## config.mk

```make
export PLATFORM = sky130hd
export DESIGN_NAME = serial_mag_compare_ctrl
export DESIGN_NICKNAME = d
export VERILOG_FILES = /design/src/rtl/serial_mag_compare_ctrl.sv
export SDC_FILE = /design/constraint.sdc
export NUM_CORES = 1
export LEC_CHECK = 0
export BUFFER_PORTS_ARGS = -buffer_cell sky130_fd_sc_hd__buf_4
export CORE_ASPECT_RATIO = 1.1
export CORE_MARGIN = 10
export CORE_UTILIZATION = 57
export DETAILED_ROUTE_END_ITERATION = 10
export PLACE_DENSITY = 0.8
export SYNTH_ARGS = -nofsm -noshare
export SYNTH_HDL_FRONTEND = slang
export SYNTH_SLANG_ARGS = --single-unit
```

## constraint.sdc

```tcl
create_clock -name clk -period 3.2 [get_ports clk]
set_input_delay 0.48 -clock clk [delete_from_list [all_inputs] [get_ports clk]]
set_output_delay 0.48 -clock clk [all_outputs]
set_load 0.03 [all_outputs]
```

## src/rtl/serial_mag_compare_ctrl.sv

```systemverilog
// Multi-cycle unsigned magnitude comparator: walks operand bit-pairs MSB-first
// through a 2-bit compare slice and stops at the first unequal pair.
module serial_mag_compare_ctrl #(
  parameter int WIDTH = 8
) (
  input  logic             clk,
  input  logic             rst,
  input  logic             start,
  input  logic             abort,
  input  logic [WIDTH-1:0] a,
  input  logic [WIDTH-1:0] b,
  output logic             busy,
  output logic             done,
  output logic             gt,
  output logic             eq,
  output logic             lt
);

  localparam int NPAIR = WIDTH / 2;
  localparam int IW    = (NPAIR > 1) ? $clog2(NPAIR) : 1;

  typedef enum logic [1:0] {IDLE, RUN, DONE} state_t;

  state_t           state_q, state_d;
  logic [WIDTH-1:0] ra_q, ra_d;
  logic [WIDTH-1:0] rb_q, rb_d;
  logic [IW-1:0]    idx_q, idx_d;
  logic             busy_q, busy_d;
  logic             done_q, done_d;
  logic             gt_q, gt_d;
  logic             eq_q, eq_d;
  logic             lt_q, lt_d;

  logic [1:0]       pair_a, pair_b;
  logic             pair_gt, pair_lt, idx_zero;

  // 2-bit compare slice on the currently selected pair
  always_comb begin
    pair_a = '0;
    pair_b = '0;
    for (int unsigned p = 0; p < NPAIR; p++) begin
      if (idx_q == IW'(p)) begin
        pair_a = ra_q[2*p +: 2];
        pair_b = rb_q[2*p +: 2];
      end
    end
    pair_gt  = (pair_a > pair_b);
    pair_lt  = (pair_a < pair_b);
    idx_zero = (idx_q == '0);
  end

  always_ff @(posedge clk or posedge rst) begin
    if (rst) begin
      state_q <= IDLE;
      ra_q    <= '0;
      rb_q    <= '0;
      idx_q   <= IW'(NPAIR - 1);
      busy_q  <= 1'b0;
      done_q  <= 1'b0;
      gt_q    <= 1'b0;
      eq_q    <= 1'b0;
      lt_q    <= 1'b0;
    end else begin
      state_q <= state_d;
      ra_q    <= ra_d;
      rb_q    <= rb_d;
      idx_q   <= idx_d;
      busy_q  <= busy_d;
      done_q  <= done_d;
      gt_q    <= gt_d;
      eq_q    <= eq_d;
      lt_q    <= lt_d;
    end
  end

  always_comb begin
    state_d = state_q;
    ra_d    = ra_q;
    rb_d    = rb_q;
    idx_d   = idx_q;
    case (state_q)
      IDLE: begin
        if (start) begin
          ra_d    = a;
          rb_d    = b;
          idx_d   = IW'(NPAIR - 1);
          state_d = RUN;
        end
      end
      RUN: begin
        if (abort) begin
          state_d = IDLE;
        end else if (pair_gt || pair_lt || idx_zero) begin
          state_d = DONE;
        end else begin
          idx_d = idx_q - 1'b1;
        end
      end
      DONE:    state_d = IDLE;
      default: state_d = IDLE;
    endcase
  end

  // Registered outputs: values computed here land in the flops on the same edge as the state change
  always_comb begin
    busy_d = 1'b0;
    done_d = 1'b0;
    gt_d   = gt_q;
    eq_d   = eq_q;
    lt_d   = lt_q;
    case (state_q)
      IDLE: begin
        if (start) begin
          busy_d = 1'b1;
          gt_d   = 1'b0;
          eq_d   = 1'b0;
          lt_d   = 1'b0;
        end
      end
      RUN: begin
        if (!abort) begin
          if (pair_gt) begin
            gt_d   = 1'b1;
            done_d = 1'b1;
          end else if (pair_lt) begin
            lt_d   = 1'b1;
            done_d = 1'b1;
          end else if (idx_zero) begin
            eq_d   = 1'b1;
            done_d = 1'b1;
          end else begin
            busy_d = 1'b1;
          end
        end
      end
      default: ;
    endcase
  end

  assign busy = busy_q;
  assign done = done_q;
  assign gt   = gt_q;
  assign eq   = eq_q;
  assign lt   = lt_q;

endmodule
```

==> metrics.cfg <==
[detailed_routing]
via_per_inst=5.26
vias=841
drt_first_pass_iters=4
drtIter0Drc=22
ant_nets=0
drc=0
wire_per_inst_microns=14.3
drt_wl_total_microns=2290

[pwr]
ir_drop_mv=0.670
p_leak_nw=0.724
powerDensity_nw_per_um2=887
totalPowerFinal_mw=1.31

[placed_design]
io_buffers=24
routabilityCongestion=0.777
dp_hpwl_microns=1810
dpl_cell_area_sq_um=1450
pre_cts_slack_ps=826
dp.cells=156

[clocking]
clockBufferDepth=2
postCtsSetupBuffers=0
cts_resized=0
cts_buffers=3
hold_buffers=0
clock-root-buffer=clkbuf_4
clk_latency_ps=320
clock-sinks=25
cts_tree=done
cts_max_level=1
clk_pin_slew_ps=130

[layout]
finalNetCount=159
syn_to_final_growth_pct=16.4
final_util=0.716
drive_gt1_frac=0.371
antenna_cells=0
fin_cells=160
fin_area_sq_um=1480

[global_routing]
grt_max_degree=26
grt_pass1_vias=875
overflow=0
antenna_found_initial=0
grt_pass1_wl_microns=4060
grtUsageTotal=0.110

[logic_synthesis]
synth.distinct_cells=27
ys_seq_area_frac=0.495
syn_inst=107
synth.avg_cell_area_sq_um=11.9
yosys_warnings=0
synthesis.nets=133
synth_seq_cells=25
syn_area_sq_um=1270

[floorplan]
die_x_microns=65.0
dieArea_sq_um=4520
core-area_sq_um=2060
row_count=17
die-height_microns=69.5
start_util=0.615
io_pins=25

[critical_path]
timing.critical_path.arrival_ps=2680
crit_path_top_delay_cell=dfstp_2
worstPathCellList=inv_1 > ha_1 > a21oi_1 > o21ai_0 > o21ai_0 > o21ai_0 > ha_1 > nand2_1 > nor3_4 > o21a_2 > o21a_1
path_class=reg2reg
path_delay_family=compound AO/OA/AOI/OAI gates
timing.critical_path.mode_cell=o21ai_0
cp_num_buf_inv=1
required_ps=3480
end_kind=flip-flop
crit_fanout=7
start_kind=flip-flop
max_stage_delay_ps=600

[sta]
slew_violations=0
finalCriticalPeriod_ps=2410
fmax_ghz=0.416
setup_slack_ps=794
rsz0062_at_grt=false
hold_viol_final=0
setup_viol=0
fin_tns_setup_ps=0
slew_headroom=0.409
fin_crit_sh=0.752
tightest_slew_ps=885
clock_skew_ps=10.2
fin_hold_ws_ps=333

[hold_path]
hold_path_class=in2async

[outcome]
outcome=completed

[job]
cap_violations=0

==> final timing paths <==
kind / startpoint / endpoint / slack [ps] / depth (start not counted)
setup / recovery: idx_q[0] / idx_q[1] / 790 / 11
hold / removal: rst / ra_q[7] / 330 / 2
setup reg to reg: idx_q[0] / idx_q[1] / 790 / 11
hold reg to reg: lt / lt / 510 / 2
max in group asynchronous: rst / state_q[0] / 2320 / 2
min in group clk: a[4] / ra_q[4] / 360 / 3
==> logic make-up after synthesis <==
kind of cell,synth area share
AOI/OAI and AO/OA,0.132
adders and majority gates,0.0592
buffers and inverters,0.0513
DFF,0.495
muxes,0.163
and+or+nand+nor,0.0996
==> per-layer routing <==
layer  track usage  vias to the layer above  wire length, microns
met3        0.0338                        5                   107
met5             0                        -                     0
met1         0.131                      399                  1020
met2         0.174                       14                  1130
li1              -                      423                     -
met4        0.0495                        0                    38
==> report_power, final <==
part | total [mW] | switching [mW] | internal (mW)
registers | 0.544 | 0.0885 | 0.456
logic | 0.628 | 0.306 | 0.323
clock network | 0.137 | 0.0900 | 0.0468
==> registers in the layout (all words and copies together) (netlist names) <==
signal   count
busy         1
done         1
eq           1
gt           1
idx_q        2
lt           1
ra_q         8
rb_q         8
state_q      2
==> layout make-up <==
cell class	count	area (sq um)
fill	161	587
timing repair buffer	24	180
clock buffer	3	22.5
tap	28	35.0
inverter	8	30.0
clock inverter	1	5.00
multi-input combinational	71	576
sequential	25	628
==> cells in the final DEF (no fill, tap or decap), drive strengths merged <==
cell | netlist | routed
buf | 2 | 24
dfrtp | 23 | 23
mux2 | 14 | 14
nand2 | 10 | 10
o21ai | 10 | 10
a21oi | 9 | 9
inv | 8 | 8
ha | 6 | 6
nor2 | 5 | 5
o21a | 4 | 4
clkbuf | 1 | 3
nor3 | 3 | 3
nand3 | 2 | 2
a22oi | 2 | 2
dfstp | 2 | 2
nand2b | 2 | 2
a21o | 1 | 1
a41oi | 1 | 1
a31oi | 1 | 1
nor2b | 1 | 1
clkinv | 0 | 1
==> synth_stat cells <==
master / count / area (sq um)
a21o_1: 1 / 7.51
a21oi_1: 8 / 40.0
a21oi_2: 1 / 8.76
a22oi_1: 2 / 15.0
a31oi_1: 1 / 6.26
a41oi_1: 1 / 8.76
buf_12: 1 / 20.0
buf_6: 1 / 11.3
clkbuf_1: 1 / 3.75
dfrtp_1: 23 / 576
dfstp_2: 2 / 52.6
ha_1: 6 / 75.1
inv_1: 8 / 30.0
mux2_2: 1 / 11.3
mux2_4: 13 / 195
nand2_1: 10 / 37.5
nand2b_1: 1 / 6.26
nand2b_4: 1 / 13.8
nand3_1: 2 / 10.0
nor2_1: 4 / 15.0
nor2_4: 1 / 11.3
nor2b_1: 1 / 6.26
nor3_1: 2 / 10.0
nor3_4: 1 / 16.3
o21a_1: 3 / 22.5
o21a_2: 1 / 8.76
o21ai_0: 10 / 50.1
(Power assumes the default switching activity.)
